$ cat config.mk
export PLATFORM = sky130hd
export DESIGN_NAME = dds_sweep_ctrl
export DESIGN_NICKNAME = d
export VERILOG_FILES = /design/src/rtl/dds_pkg.sv /design/src/rtl/dds_sweep_next.sv /design/src/rtl/dds_sweep_ctrl.sv
export SDC_FILE = /design/constraint.sdc
export NUM_CORES = 1
export LEC_CHECK = 0
export CAP_MARGIN = 40
export CORE_UTILIZATION = 34
export DETAILED_ROUTE_END_ITERATION = 12
export PLACE_DENSITY_LB_ADDON = 0.05
export REMOVE_ABC_BUFFERS = 1
export SETUP_SLACK_MARGIN = 0.4
export SYNTH_ARGS = -nofsm -noshare
export SYNTH_HDL_FRONTEND = slang
export SYNTH_SLANG_ARGS = --single-unit
$ cat constraint.sdc
create_clock -name clk -period 5.4 [get_ports clk]
set_clock_uncertainty 0.05 [all_clocks]
set_input_delay 1.62 -clock clk [delete_from_list [all_inputs] [get_ports clk]]
set_output_delay 1.62 -clock clk [all_outputs]
set_load 0.01 [all_outputs]
$ cat src/rtl/dds_pkg.sv
// Shared types for DDS configuration sequencers: sweep FSM states and the
// shadow copy of a sweep request.
package dds_pkg;

    localparam int DDS_PHASE_W = 16;
    localparam int DDS_DWELL_W = 24;

    typedef enum logic [1:0] {
        IDLE,
        EMIT,
        DWELL
    } sweep_state_t;

    // dwell is stored already normalised (never 0)
    typedef struct packed {
        logic [DDS_PHASE_W-1:0] start;
        logic [DDS_PHASE_W-1:0] stop;
        logic [DDS_PHASE_W-1:0] step;
        logic [DDS_DWELL_W-1:0] dwell;
        logic [DDS_PHASE_W-1:0] poff;
        logic                   continuous;
        logic                   dir_down;
    } sweep_cfg_t;

endpackage

$ cat src/rtl/dds_sweep_next.sv
// Next sweep value: one step toward stop, clamped to stop on overshoot or
// on carry/borrow out of the W-bit range.
module dds_sweep_next #(
    parameter int W = 16
) (
    input  logic [W-1:0] cur,
    input  logic [W-1:0] stop,
    input  logic [W-1:0] step,
    input  logic         dir_down,
    output logic [W-1:0] nxt
);

    logic [W:0] sum;
    logic [W:0] diff;

    assign sum  = {1'b0, cur} + {1'b0, step};
    assign diff = {1'b0, cur} - {1'b0, step};

    always_comb begin
        if (dir_down)
            nxt = (diff[W] || (diff[W-1:0] < stop)) ? stop : diff[W-1:0];
        else
            nxt = (sum[W] || (sum[W-1:0] > stop)) ? stop : sum[W-1:0];
    end

endmodule

$ cat src/rtl/dds_sweep_ctrl.sv
// Linear chirp sequencer: writes pinc/poff to the DDS every D cycles from
// start to stop, single-shot or wrapping, with abort.
module dds_sweep_ctrl
    import dds_pkg::*;
#(
    parameter int PHASE_W = DDS_PHASE_W,
    parameter int DWELL_W = DDS_DWELL_W
) (
    input  logic               clk,
    input  logic               rst,
    input  logic               i_start,
    input  logic               i_abort,
    input  logic               i_continuous,
    input  logic [PHASE_W-1:0] i_start_pinc,
    input  logic [PHASE_W-1:0] i_stop_pinc,
    input  logic [PHASE_W-1:0] i_step,
    input  logic [DWELL_W-1:0] i_dwell,
    input  logic [PHASE_W-1:0] i_poff,
    output logic [PHASE_W-1:0] o_pinc,
    output logic [PHASE_W-1:0] o_poff,
    output logic               o_cfg_valid,
    output logic               o_busy,
    output logic               o_done
);

    sweep_state_t       state_q, state_d;
    sweep_cfg_t         cfg_q, cfg_d;
    logic [DWELL_W-1:0] cnt_q, cnt_d;
    logic [PHASE_W-1:0] pinc_d, poff_d, nxt;
    logic               valid_d, busy_d, done_d;
    logic               accept, last, step_end, wrap, finish;

    dds_sweep_next #(.W(PHASE_W)) u_next (
        .cur      (o_pinc),
        .stop     (cfg_q.stop),
        .step     (cfg_q.step),
        .dir_down (cfg_q.dir_down),
        .nxt      (nxt)
    );

    assign accept   = (state_q == IDLE) && i_start && !i_abort;
    assign last     = (o_pinc == cfg_q.stop) || (cfg_q.step == '0);
    // the current write's D-cycle slot ends this cycle
    assign step_end = ((state_q == EMIT) && (cfg_q.dwell == DWELL_W'(1))) ||
                      ((state_q == DWELL) && (cnt_q == DWELL_W'(1)));
    assign wrap     = last && cfg_q.continuous && (cfg_q.step != '0);
    assign finish   = step_end && last && !wrap;

    always_ff @(posedge clk) begin
        if (rst) begin
            state_q     <= IDLE;
            cfg_q       <= '0;
            cnt_q       <= '0;
            o_pinc      <= '0;
            o_poff      <= '0;
            o_cfg_valid <= 1'b0;
            o_busy      <= 1'b0;
            o_done      <= 1'b0;
        end else begin
            state_q     <= state_d;
            cfg_q       <= cfg_d;
            cnt_q       <= cnt_d;
            o_pinc      <= pinc_d;
            o_poff      <= poff_d;
            o_cfg_valid <= valid_d;
            o_busy      <= busy_d;
            o_done      <= done_d;
        end
    end

    always_comb begin
        state_d = state_q;
        case (state_q)
            IDLE:    if (accept) state_d = EMIT;
            EMIT:    state_d = step_end ? (finish ? IDLE : EMIT) : DWELL;
            DWELL:   if (step_end) state_d = finish ? IDLE : EMIT;
            default: state_d = IDLE;
        endcase
        if (i_abort)
            state_d = IDLE;
    end

    always_comb begin
        cfg_d   = cfg_q;
        cnt_d   = '0;
        pinc_d  = o_pinc;
        poff_d  = o_poff;
        valid_d = (state_d == EMIT);
        busy_d  = (state_d != IDLE);
        done_d  = finish && !i_abort;
        if (accept) begin
            cfg_d.start      = i_start_pinc;
            cfg_d.stop       = i_stop_pinc;
            cfg_d.step       = i_step;
            cfg_d.dwell      = (i_dwell == '0) ? DWELL_W'(1) : i_dwell;
            cfg_d.poff       = i_poff;
            cfg_d.continuous = i_continuous;
            cfg_d.dir_down   = (i_stop_pinc < i_start_pinc);
            pinc_d           = i_start_pinc;
            poff_d           = i_poff;
        end else if (state_d == EMIT) begin
            pinc_d = wrap ? cfg_q.start : nxt;
            poff_d = cfg_q.poff;
        end
        if (state_d == DWELL)
            cnt_d = (state_q == EMIT) ? cfg_q.dwell - DWELL_W'(1) : cnt_q - DWELL_W'(1);
    end

endmodule

# Word-level counts from Yosys, hierarchy flattened
# Index checks and enable logic that the tools add are counted.
[classes]
add_sub_neg = 4
magnitude_cmp = 3
n_eq_ne = 7
muxes = 16
bitwise_logic = 1
reduce_logical = 22
[ops]
columns = ["operator", "n"]
rows = [
  ["16-bit two-way mux", 8],
  ["24-bit by 1-bit equality test with 1-bit output, second input constant", 2],
  ["24-bit two-way mux", 2],
  ["24-bit by 1-bit subtractor with 24-bit output, second input constant", 2],
  ["16-bit less-than comparator", 2],
  ["24-bit logical NOT", 1],
  ["16-bit by 16-bit adder with 17-bit output", 1],
  ["16-bit by 16-bit subtractor with 17-bit output", 1],
  ["16-bit equality test", 1],
  ["16-bit > comparator", 1],
  ["16-bit logical NOT", 1],
  ["16-bit nonzero test", 1],
  ["1-bit logical AND", 9],
  ["2-bit two-way mux", 4],
  ["2-bit one-hot mux with 3 select lines", 1],
  ["2-bit by 1-bit equality test with 1-bit output, second input constant", 2],
  ["2-bit equality test, second input constant", 2],
  ["1-bit logical OR", 4],
  ["2-bit nonzero test", 2],
  ["1-bit logical NOT", 2],
  ["2-bit logical NOT", 1],
  ["2-bit OR reduction", 1],
  ["1-bit two-way mux", 1],
  ["1-bit inverter", 1],
]
[totals]
register_bits = 151

# Depth between registers and ports, before layout
# Gate-level depths: netlist of run 1.
[depth]
depth_word = 13
mapped_depth = 22
ltp_nobuf = 20

# Modules after synthesis
# From an unflattened synthesis of run 1, not the netlist that was laid out.
[hier_totals]
hier_cells = 1295
area_unflattened_um2 = 10073.4
[modules_own_cells]
columns = ["mod", "instances", "cells_per_inst", "area_each_um2", "seq_area_each_um2"]
rows = [
  ["dds_sweep_ctrl", 1, 889, 7041.8, 3022.9],
  ["dds_sweep_next", 1, 406, 3031.7, 0.0],
]

# Least setup slack after synthesis of run 1
# Ideal clock, no wire load.
[synth_path]
kind = "flip-flop to flip-flop"
from = "register o_pinc[2]"
to = "register o_pinc[9]"
setup_ps = 131
t_arrival_ps = 4500
t_required_ps = 5219
path_slack_ps = 719
stages_incl_launch_ff = 19
path_buffers = 2
synth_period_minus_slack_ps = 4681
cell_sequence = "dfxtp_1 -> ha_1 -> clkbuf_1 -> o211ai_1 -> a21oi_1 -> o41ai_1 -> o31ai_1 -> a21oi_1 -> xnor2_1 -> ha_1 -> and4_1 -> o211ai_1 -> o31a_1 -> nor4_4 -> buf_2 -> mux2i_1 -> nor3_1 -> a221oi_1 -> o21ai_0"
[synth_between]
elab_chain_len = 12
elab_cells_between_ends = 26
[synth_lines]
columns = ["item", "line_no", "source"]
rows = [
  ["start: declaration", "dds_sweep_ctrl.sv:19", "output logic [PHASE_W-1:0] o_pinc,"],
  ["start signal: assignment", "dds_sweep_ctrl.sv:63", "o_pinc <= pinc_d;"],
  ["parallel branches: the longest is 12 deep, another holds 16-bit by 16-bit adder with 17-bit output", "--", ""],
]
# Several ways; the timed one is not identified. The select of a mux whose other input is x is not followed.
# A chain may end at the register's enable or synchronous reset.

# Worst setup path after layout of run 1
[layout_path]
from = "register cfg_q[54] (netlist bit)"
to = "register o_pinc[14]"
[layout_between]
elab_chain_len = 12
elab_cells_between_ends = 27
[layout_lines]
columns = ["item", "line_no", "source"]
rows = [
  ["start: declaration", "dds_sweep_ctrl.sv:27", "sweep_cfg_t cfg_q, cfg_d;"],
  ["start signal: assignment", "dds_sweep_ctrl.sv:61", "cfg_q <= cfg_d;"],
  ["parallel branches: the longest is 12 deep, another holds 16-bit by 16-bit adder with 17-bit output", "--", ""],
]
# Several ways; the timed one is not identified. The select of a mux whose other input is x is not followed.

==> results of run 1 <==
==> layer usage <==
layer	wire length (um)	vias up	share of wire	global-route usage
li1	-	4498	-	-
met1	15200	4075	0.51	0.300
met2	12900	157	0.43	0.318
met3	1590	15	0.053	0.0532
met4	214	2	0.0072	0.0392
met5	13	-	0.00043	0
==> stage by stage <==
| step | power, mW | hold slack [ns] | area (sq um) |
|---|---|---|---|
| finish | 3.51 | 0.405 | 12000 |
| global route | 3.73 | 0.421 | 12000 |
| CTS | 3.54 | 0.407 | 11900 |
| detailed placement | 2.27 | 0.396 | 11300 |
| global placement | 2.27 | 0.392 | 11300 |
| floorplan | 1.90 | 0.377 | 9310 |
==> synthesized netlist by cell type, drive strengths merged, types with 5 or more instances <==
cell type and instances:
nand2 183, dfxtp 151, a21oi 136, nor2 112
ha 82, inv 68, clkbuf 58, xor2 42
a211oi 40, xnor2 39, o21ai 37, mux2i 31
nor4 30, nor3 23, nand2b 13, nand3 13
a22o 10, mux2 10, or4 9, a21o 8
nor2b 8, o31ai 8, or3 8, buf 7
nand4 7, a311oi 6, o21bai 6, and3 5
==> worst max path at each step <==
stage | to | startpoint | cells past startpoint | slack, ns
global route | o_pinc[14]$_SDFFE_PP0P_ | o_pinc[1]$_SDFFE_PP0P_ | 18 | 0.35
detailed placement | o_pinc[9]$_SDFFE_PP0P_ | o_pinc[12]$_SDFFE_PP0P_ | 17 | 0.31
CTS | o_pinc[14]$_SDFFE_PP0P_ | o_pinc[12]$_SDFFE_PP0P_ | 16 | 0.41
floorplan | o_poff[0]$_SDFFE_PP0P_ | i_start | 4 | -0.66
finish | o_pinc[14]$_SDFFE_PP0P_ | cfg_q[54]$_SDFFE_PP0P_ | 17 | 0.69
global placement | o_pinc[9]$_SDFFE_PP0P_ | o_pinc[12]$_SDFFE_PP0P_ | 17 | 0.41
==> worst reg2reg max path, cell delays in order (launching register included) <==
cell and delay, ns:
dfxtp_1 0.38, inv_1 0.06, ha_1 0.40, or3_1 0.48, or3_1 0.38, a211oi_4 0.23
nor2_1 0.08, o21bai_1 0.17, xnor2_1 0.19, ha_1 0.31, a21oi_1 0.16, a21boi_0 0.11
o31a_1 0.30, a311oi_2 0.29, and2_4 0.27, mux2_2 0.36, a221oi_1 0.26, o21ai_1 0.10
==> flip-flops by register name, indices dropped and copies added (netlist names) <==
name and flops:
o_busy 1, state_q 2, cnt_q 24, o_poff 16, o_done 1, o_pinc 16
cfg_q 90, o_cfg_valid 1
==> timing repair <==
action | CTS | global route
setup buffers | 3 | 0
hold buffers | 0 | 0
hold endpoints to repair | 0 | 0
gates resized for setup | 1 | 12
setup endpoints to repair | 12 | 16
pin swaps | 1 | 0
==> cell families (layout without fill, tap and decap cells) <==
group	count (synthesis)	count (layout)	synth area share
AND/OR/NAND/NOR	431	431	0.206
AO/OA/AOI/OAI	295	295	0.194
flip-flops	151	151	0.316
buffers and inverters	133	257	0.0531
adder cells (fa/ha/maj)	84	84	0.112
XOR/XNOR	81	81	0.0742
multiplexers	41	41	0.0442
other	0	1	0
==> power by group through the flow <==
stage / logic, mW / registers, mW / clock network (mW)
final: 1.06 / 1.22 / 1.24
after global routing: 1.18 / 1.22 / 1.33
after CTS: 1.05 / 1.22 / 1.27
after detailed placement: 1.02 / 1.24 / 0
after global placement: 1.02 / 1.24 / 0
after floorplan: 0.661 / 1.24 / 0
==> cell type report <==
| cell class | count | area [sq um] | area share |
|---|---|---|---|
| Clock inverter | 15 | 185 | 0.0155 |
| Clock buffer | 17 | 425 | 0.0355 |
| Tap cell | 378 | 473 | 0.0395 |
| Antenna cell | 1 | 2.50 | 0.000209 |
| Timing Repair Buffer | 157 | 1510 | 0.126 |
| Inverter | 68 | 255 | 0.0213 |
| Sequential cell | 151 | 3020 | 0.253 |
| Multi-Input combinational cell | 932 | 6090 | 0.509 |
==> run_results.csv, run 1 <==
group,metric,value,unit
run_status,outcome,"completed",
critical_path,cp.required,5.65,ns
logic_synthesis,netlist_instances,1216,
timing,tns,0,ns
min_path,min_path_cells,2,
power,p_seq_frac,0.346,
critical_path,reg2reg_from,"cfg_q[54]$_SDFFE_PP0P_",
critical_path,crit_family,"compound AO/OA/AOI/OAI gates",
drt,vias_per_cell,5.09,
placed_design,gp_congestion,0.917,
floorplan,die_h,170,um
final_layout,mostFrequentLayoutCells,"nand2_1, dfxtp_1, a21oi_1",
power,switchingPower,1.24,mW
final_layout,nFillCells,2866,
critical_path,cp_num_buf_inv,1,
power,p_leak,4.77,nW
placed_design,io_buffers,127,
final_layout,drive_gt1_frac,0.0709,
global_routing,grtUsageTotal,0.210,
floorplan,pin_count,128,
final_layout,utilization,0.432,
placed_design,placed_cells,1683,
clock_network,tritoncts,"yes",
critical_path,r2r_setup_slack,0.69,ns
clock_network,root_buffer,"clkbuf_16",
logic_synthesis,ys_warn_count,0,
global_routing,grt_max_degree,61,
min_path,whs_endpoint,"cfg_q[75]$_SDFFE_PP0P_",
critical_path,cpMaxStageDelayCell,"or3_1",
timing,finalSetupViolCount,0,
drt,ant_nets,0,
floorplan,core_area,27700,sq um
floorplan,start_util,0.345,
logic_synthesis,async_flop_share,0,
power,power.density,293,nW/um^2
logic_synthesis,yosys-top-cells-area,"dfxtp_1, ha_1, nand2_1, a21oi_1, nor2_1",
logic_synthesis,synth_top_cell_area_share,0.316,
clock_network,insertion_delay,0.43,ns
critical_path,setup.worst_path.class,"reg2reg",
global_routing,grt_pass1_vias,8318,
timing,timing.final.crit_period,4.71,ns
drt,routed_wirelength,29.9,mm
critical_path,cp-start-kind,"flip-flop",
power,swShare,0.354,
timing,max_freq,0.212,GHz
clock_network,htreeDepth,4,
floorplan,die_area,28800,sq um
timing,slew_viol_final,0,
critical_path,slowest_delay,0.47,ns
global_routing,grt_first_pass_wirelength,47.0,mm
floorplan,num_rows,61,
logic_synthesis,synth_edf_count,0,
placed_design,dp.final_hpwl,22.2,mm
clock_network,cts_buffers,17,
logic_synthesis,yosysUniqueCellTypes,62,
power,vdd_ir_drop_max,0.000176,V
power,p_clk_frac,0.353,
critical_path,worst-path-max-fanout,10,
global_routing,antenna_found_initial,2,
drt,drcViolationCount,0,
timing,tightest_slew,0.750,ns
clock_network,clk_path_buf_depth,2,
min_path,hold_class,"reg2reg",
critical_path,worstPathArrival,4.96,ns
min_path,holdCritStartpoint,"cfg_q[75]$_SDFFE_PP0P_",
timing,setup_slack,0.689,ns
logic_synthesis,synth-main-ff-cell,"dfxtp_1",
clock_network,path_clk_slew,0.08,ns
drt,vias,8747,
power,p_int,2.27,mW
critical_path,worstRegToRegCells,17,
placed_design,post-place-ws,0.309,ns
power,pwr-share-comb,0.301,
critical_path,endpoint_kind,"flip-flop",
flow_run,cap_violations,0,
timing,hold_viol,0,
final_layout,final_nets,1504,
final_layout,syn2layout_area_growth,25.2,%
timing,period_share,0.872,
final_layout,stdcell_count,1719,
logic_synthesis,synth_seq_cells,151,
clock_network,cts_sinks,151,
global_routing,overflow,0,
timing,slew_headroom,0.496,
logic_synthesis,synth_area,9560,sq um
logic_synthesis,yosysSeqAreaShare,0.316,
critical_path,critical_path.cell_chain,"inv_1, ha_1, or3_1, or3_1, a211oi_4, nor2_1, o21bai_1, xnor2_1, ha_1, a21oi_1, a21boi_0, o31a_1, a311oi_2, and2_4, mux2_2, a221oi_1, o21ai_1",
drt,drt_pass1_iterations,5,
logic_synthesis,synth_area_per_cell,7.86,sq um
drt,drt_iter0_markers,442,
critical_path,worstReg2RegEnd,"o_pinc[14]$_SDFFE_PP0P_",
floorplan,die_w,170,um
final_layout,layout_commonest_cell,"nand2_1",
logic_synthesis,yosysTopAreaCell,"dfxtp_1",
drt,wl_per_cell,17.4,um
timing,rsz0062_at_grt,"true",
Power figures use the tool's default switching activity.
==> run 2, diff against run 1 <==
--- a/config.mk
+++ b/config.mk
@@ -6,7 +6,8 @@
 export NUM_CORES = 1
 export LEC_CHECK = 0
 export CAP_MARGIN = 40
-export CORE_UTILIZATION = 34
+export CORE_ASPECT_RATIO = 0.5
+export CORE_UTILIZATION = 35
 export DETAILED_ROUTE_END_ITERATION = 12
 export PLACE_DENSITY_LB_ADDON = 0.05
 export REMOVE_ABC_BUFFERS = 1
==> run 2 against run 1 <==
Critical path depth unchanged. Sequential cell count unchanged. Final area decreased by 0.28%. Global-route usage decreased by 0.21 points. Clock power about the same. Wire length decreased by 4.8%. Largest cell class unchanged. Worst setup slack got worse by 0.019 ns.
==> run_results.csv, run 2 (synthesis gave the netlist of run 1 again) <==
group,metric,value,unit
drt,drt_pass1_iterations,5,
floorplan,start_util,0.359,
critical_path,r2r_setup_slack,0.67,ns
min_path,holdCritStartpoint,"cfg_q[82]$_SDFFE_PP0P_",
floorplan,core_area,26600,sq um
flow_run,cap_violations,0,
drt,ant_nets,0,
timing,slew_headroom,0.447,
clock_network,root_buffer,"clkbuf_16",
timing,timing.final.crit_period,4.73,ns
global_routing,antenna_found_initial,0,
critical_path,reg2reg_from,"o_pinc[12]$_SDFFE_PP0P_",
timing,tns,0,ns
final_layout,syn2layout_area_growth,24.9,%
timing,slew_viol_final,0,
drt,vias,8774,
timing,hold_viol,0,
floorplan,die_w,236,um
min_path,hold_class,"reg2reg",
critical_path,endpoint_kind,"flip-flop",
final_layout,nFillCells,2706,
critical_path,setup.worst_path.class,"reg2reg",
critical_path,cp.required,5.68,ns
min_path,min_path_cells,2,
clock_network,cts_sinks,151,
critical_path,worst-path-max-fanout,9,
final_layout,mostFrequentLayoutCells,"nand2_1, dfxtp_1, a21oi_1",
power,swShare,0.338,
placed_design,io_buffers,127,
power,vdd_ir_drop_max,0.000256,V
drt,routed_wirelength,28.5,mm
clock_network,cts_hold_buf,0,
final_layout,final_nets,1504,
timing,period_share,0.876,
run_status,outcome,"completed",
power,p_clk_frac,0.346,
power,switchingPower,1.18,mW
floorplan,num_rows,42,
power,power.density,292,nW/um^2
final_layout,regMostFlops,"cfg_q",
critical_path,worstRegToRegCells,17,
drt,drcViolationCount,0,
placed_design,gp_congestion,0.868,
timing,setup_slack,0.671,ns
critical_path,worstReg2RegEnd,"o_pinc[14]$_SDFFE_PP0P_",
final_layout,drive_gt1_frac,0.0716,
drt,drt_iter0_markers,536,
power,p_leak,4.78,nW
floorplan,die_area,28000,sq um
placed_design,post-place-ws,0.290,ns
timing,max_freq,0.211,GHz
floorplan,pin_count,128,
min_path,whs_endpoint,"cfg_q[82]$_SDFFE_PP0P_",
power,pwr-share-comb,0.304,
global_routing,grt_first_pass_wirelength,45.5,mm
final_layout,n_antenna_cell,0,
clock_network,clk_path_buf_depth,2,
placed_design,dp.final_hpwl,22.1,mm
clock_network,insertion_delay,0.45,ns
timing,finalSetupViolCount,0,
drt,wl_per_cell,16.8,um
global_routing,grt_pass1_vias,8475,
final_layout,largest_reg_flops,90,
drt,vias_per_cell,5.19,
final_layout,layout_commonest_cell,"nand2_1",
global_routing,overflow,0,
floorplan,die_h,119,um
clock_network,path_clk_slew,0.07,ns
power,p_seq_frac,0.350,
timing,rsz0062_at_grt,"true",
clock_network,cts_buffers,17,
power,p_int,2.30,mW
final_layout,reg_top3,"cfg_q x90, cnt_q x24",
timing,tightest_slew,0.809,ns
timing,fin_hold_ws,0.406,ns
global_routing,grtUsageTotal,0.208,
global_routing,grt_max_degree,61,
clock_network,tritoncts,"yes",
critical_path,worstPathArrival,5.01,ns
critical_path,cp-start-kind,"flip-flop",
clock_network,htreeDepth,4,
==> run 2: worst max-delay path by stage <==
stage	slack, ns	to	from
detailed placement	0.29	o_pinc[11]$_SDFFE_PP0P_	cfg_q[46]$_SDFFE_PP0P_
finish	0.67	o_pinc[14]$_SDFFE_PP0P_	o_pinc[12]$_SDFFE_PP0P_
floorplan	-0.66	o_poff[0]$_SDFFE_PP0P_	i_start
global placement	0.25	o_pinc[11]$_SDFFE_PP0P_	cfg_q[46]$_SDFFE_PP0P_
global route	0.28	o_pinc[14]$_SDFFE_PP0P_	cfg_q[43]$_SDFFE_PP0P_
CTS	0.44	o_pinc[11]$_SDFFE_PP0P_	cfg_q[46]$_SDFFE_PP0P_
==> run 2: final cells by class <==
| cell class | count | area [sq um] | share of cell area |
|---|---|---|---|
| Multi-Input combinational cell | 932 | 6080 | 0.509 |
| Sequential cell | 151 | 3030 | 0.253 |
| Timing Repair Buffer | 157 | 1560 | 0.131 |
| Tap cell | 352 | 440 | 0.0369 |
| Clock buffer | 18 | 439 | 0.0368 |
| Inverter | 68 | 255 | 0.0214 |
| Clock inverter | 14 | 141 | 0.0118 |
==> run 2: layer usage <==
layer  track usage  wire (um)  share of wire
met5             0          0              0
met3        0.0512       1320          0.046
met1         0.277      13800           0.49
met4        0.0572        374          0.013
met2         0.335      12900           0.45
==> run 2: stage by stage <==
stage	instance area, sq um	power [mW]	utilization	cells
final	11900	3.48	0.448	1692
after global routing	11900	3.70	0.448	1692
after CTS	11900	3.51	0.447	1692
after detailed placement	11300	2.28	0.425	1660
after global placement	11200	2.26	0.422	1656
after floorplan	9310	1.90	-	1151
==> run 2: repair_timing <==
action / in CTS / in global routing
gates resized for setup: 1 / 14
endpoints found under the setup margin: 12 / 16
buffers inserted: 0 / 0
pin swaps: 0 / 0
==> run 2: power by group through the flow <==
stage | logic (mW) | clock network (mW) | registers, mW
floorplan | 0.661 | 0 | 1.24
global placement | 1.02 | 0 | 1.24
detailed placement | 1.04 | 0 | 1.24
CTS | 1.05 | 1.24 | 1.22
global route | 1.18 | 1.29 | 1.22
finish | 1.06 | 1.21 | 1.22
==> run 2: worst max-delay path, stage by stage (launching register included) <==
cell and delay (ns):
dfxtp_1 0.48, ha_1 0.39, or3_1 0.44, or3_1 0.32
a211oi_1 0.28, nor2_1 0.10, o21bai_1 0.17, xnor2_1 0.12
ha_1 0.33, nand4_1 0.14, nor2_1 0.17, nand3_1 0.14
o31a_1 0.13, a311oi_1 0.31, and2_2 0.32, mux2_2 0.36
a221oi_1 0.24, o21ai_1 0.10
==> run 3, diff against run 2 <==
--- a/config.mk
+++ b/config.mk
@@ -12,6 +12,7 @@
 export PLACE_DENSITY_LB_ADDON = 0.05
 export REMOVE_ABC_BUFFERS = 1
 export SETUP_SLACK_MARGIN = 0.4
+export SLEW_MARGIN = 20
 export SYNTH_ARGS = -nofsm -noshare
 export SYNTH_HDL_FRONTEND = slang
 export SYNTH_SLANG_ARGS = --single-unit
==> run 3 against run 2 <==
Wire length rose by 0.22%. Global-route usage about the same. Via count rose by 0.56%. Sequential power about the same. Final area increased by 0.25%. Power about the same. Sequential cell count did not move. Final cell count increased by 0.30%. Non-clock buffer count up 5. Die area unchanged. Sequential share of layout area is 0.053 points lower. Count of clock-buffer cells in the layout decreased by 1. Critical path type unchanged. Largest power group unchanged.
==> run_results.csv, run 3 (synthesis gave the netlist of run 1 again) <==
group,metric,value,unit
global_routing,top_usage_layer,"met2",
timing,rsz0062_at_grt,"true",
critical_path,crit_family,"compound AO/OA/AOI/OAI gates",
clock_network,clk_path_buf_depth,2,
clock_network,insertion_delay,0.44,ns
final_layout,mostFrequentLayoutCells,"nand2_1, dfxtp_1, a21oi_1",
final_layout,layout_commonest_cell,"nand2_1",
power,vdd_ir_drop_max,0.000253,V
timing,slew_viol_final,0,
placed_design,io_buffers,127,
critical_path,setup.worst_path.class,"reg2reg",
clock_network,cts_hold_buf,0,
clock_network,root_buffer,"clkbuf_16",
placed_design,gp_congestion,0.868,
clock_network,cts_sinks,151,
global_routing,grt_util_met3,0.0461,
placed_design,dp.final_hpwl,22.0,mm
floorplan,die_w,236,um
final_layout,utilization,0.449,
final_layout,fin_area,12000,sq um
floorplan,die_h,119,um
clock_network,tritoncts,"yes",
global_routing,grt_first_pass_wirelength,45.8,mm
critical_path,cp.required,5.67,ns
drt,drt_iter0_markers,559,
global_routing,grt_pass1_vias,8597,
clock_network,path_clk_slew,0.07,ns
final_layout,final_nets,1509,
global_routing,grt_max_degree,61,
drt,vias_per_cell,5.20,
placed_design,dpl-instance-area,11300,sq um
clock_network,htreeDepth,4,
power,total_power,3.49,mW
final_layout,regMostFlops,"cfg_q",
final_layout,reg_top3,"cfg_q x90, cnt_q x24",
floorplan,num_rows,42,
drt,vias,8823,
drt,routed_wirelength,28.5,mm
timing,timing.final.crit_period,4.71,ns
critical_path,endpoint_kind,"flip-flop",
critical_path,slowest_delay,0.45,ns
critical_path,cp-start-kind,"flip-flop",
critical_path,worstPathArrival,4.98,ns
floorplan,core_area,26600,sq um
drt,drt_pass1_iterations,5,
final_layout,syn2layout_area_growth,25.2,%
critical_path,worst-path-max-fanout,8,
power,power.density,291,nW/um^2
drt,drcViolationCount,0,
floorplan,start_util,0.359,
final_layout,n_antenna_cell,0,
timing,finalSetupViolCount,0,
drt,wl_per_cell,16.8,um
global_routing,gr-usage-met2,0.339,
min_path,hold_class,"reg2reg",
floorplan,die_area,28000,sq um
timing,slew_headroom,0.475,
power,p_leak,4.79,nW
critical_path,critical_path.cell_chain,"inv_1, ha_1, inv_1, a2111oi_1, buf_4, a21oi_1, a31o_2, a21oi_1, xor2_1, ha_1, nand4_1, nor2_1, nand3_1, o31a_1, a311oi_1, and2_4, mux2_2, a221oi_1, o21ai_1",
final_layout,nFillCells,2689,
timing,period_share,0.873,
floorplan,pin_count,128,
global_routing,grtUsageTotal,0.208,
timing,hold_viol,0,
final_layout,largest_reg_flops,90,
timing,max_freq,0.212,GHz
timing,tightest_slew,0.768,ns
global_routing,antenna_found_initial,0,
critical_path,cp_num_buf_inv,3,
flow_run,cap_violations,0,
critical_path,cpMaxStageDelayCell,"a2111oi_1",
final_layout,drive_gt1_frac,0.0766,
drt,ant_nets,0,
global_routing,overflow,0,
run_status,outcome,"completed",
clock_network,cts_buffers,17,
final_layout,register_area,3030,sq um
final_layout,multi_input_area,6080,sq um
global_routing,grt_use_met1,0.277,
==> run 3: worst paths after layout <==
path                          startpoint  slack (ns)                       to  cells after the start
setup / recovery  cfg_q[47]$_SDFFE_PP0P_        0.69  o_pinc[14]$_SDFFE_PP0P_                     19
hold / removal    cfg_q[82]$_SDFFE_PP0P_        0.40   cfg_q[82]$_SDFFE_PP0P_                      2
setup reg to reg  cfg_q[47]$_SDFFE_PP0P_        0.69  o_pinc[14]$_SDFFE_PP0P_                     19
hold reg to reg   cfg_q[82]$_SDFFE_PP0P_        0.40   cfg_q[82]$_SDFFE_PP0P_                      2
==> run 3: cell type report <==
cell class | instances | share of cell area
inverter | 68 | 0.0213
tap | 352 | 0.0368
multi-input combinational | 932 | 0.508
clock buffer | 17 | 0.0355
sequential | 151 | 0.253
timing repair buffer | 162 | 0.133
clock inverter | 15 | 0.0121
==> run 3: metal layers <==
layer  share of wire  vias up
met2            0.46      147
met5               0        -
met3           0.046       20
met4           0.011        0
met1            0.48     4162
li1                -     4494
==> run 3: timing repair <==
action	4_1_cts	5_1_grt
setup endpoints to repair	12	16
setup buffers	0	5
resized for setup	1	16
==> run 3: worst reg2reg max path, stage by stage (launching register included) <==
cell and delay (ns):
dfxtp_1 0.40, inv_1 0.07, ha_1 0.43, inv_1 0.14
a2111oi_1 0.45, buf_4 0.20, a21oi_1 0.11, a31o_2 0.28
a21oi_1 0.17, xor2_1 0.29, ha_1 0.18, nand4_1 0.12
nor2_1 0.18, nand3_1 0.13, o31a_1 0.13, a311oi_1 0.31
and2_4 0.27, mux2_2 0.35, a221oi_1 0.25, o21ai_1 0.11
==> run 3: through the flow <==
stage | setup WS (ns) | std cells | TNS, ns | hold WS (ns)
2_1_floorplan | -0.659 | 1151 | -41.06 | 0.377
3_3_place_gp | 0.251 | 1656 | 0 | 0.391
3_5_place_dp | 0.292 | 1660 | 0 | 0.396
4_1_cts | 0.445 | 1692 | 0 | 0.406
5_1_grt | 0.369 | 1697 | 0 | 0.424
6_report | 0.688 | 1697 | 0 | 0.405
==> run 3: report_power, final <==
group / total [mW] / switching, mW / internal [mW]
Sequential: 1.22 / 0.0497 / 1.17
Combinational: 1.09 / 0.586 / 0.506
Clock: 1.18 / 0.533 / 0.644
Total: 3.49 / 1.17 / 2.32
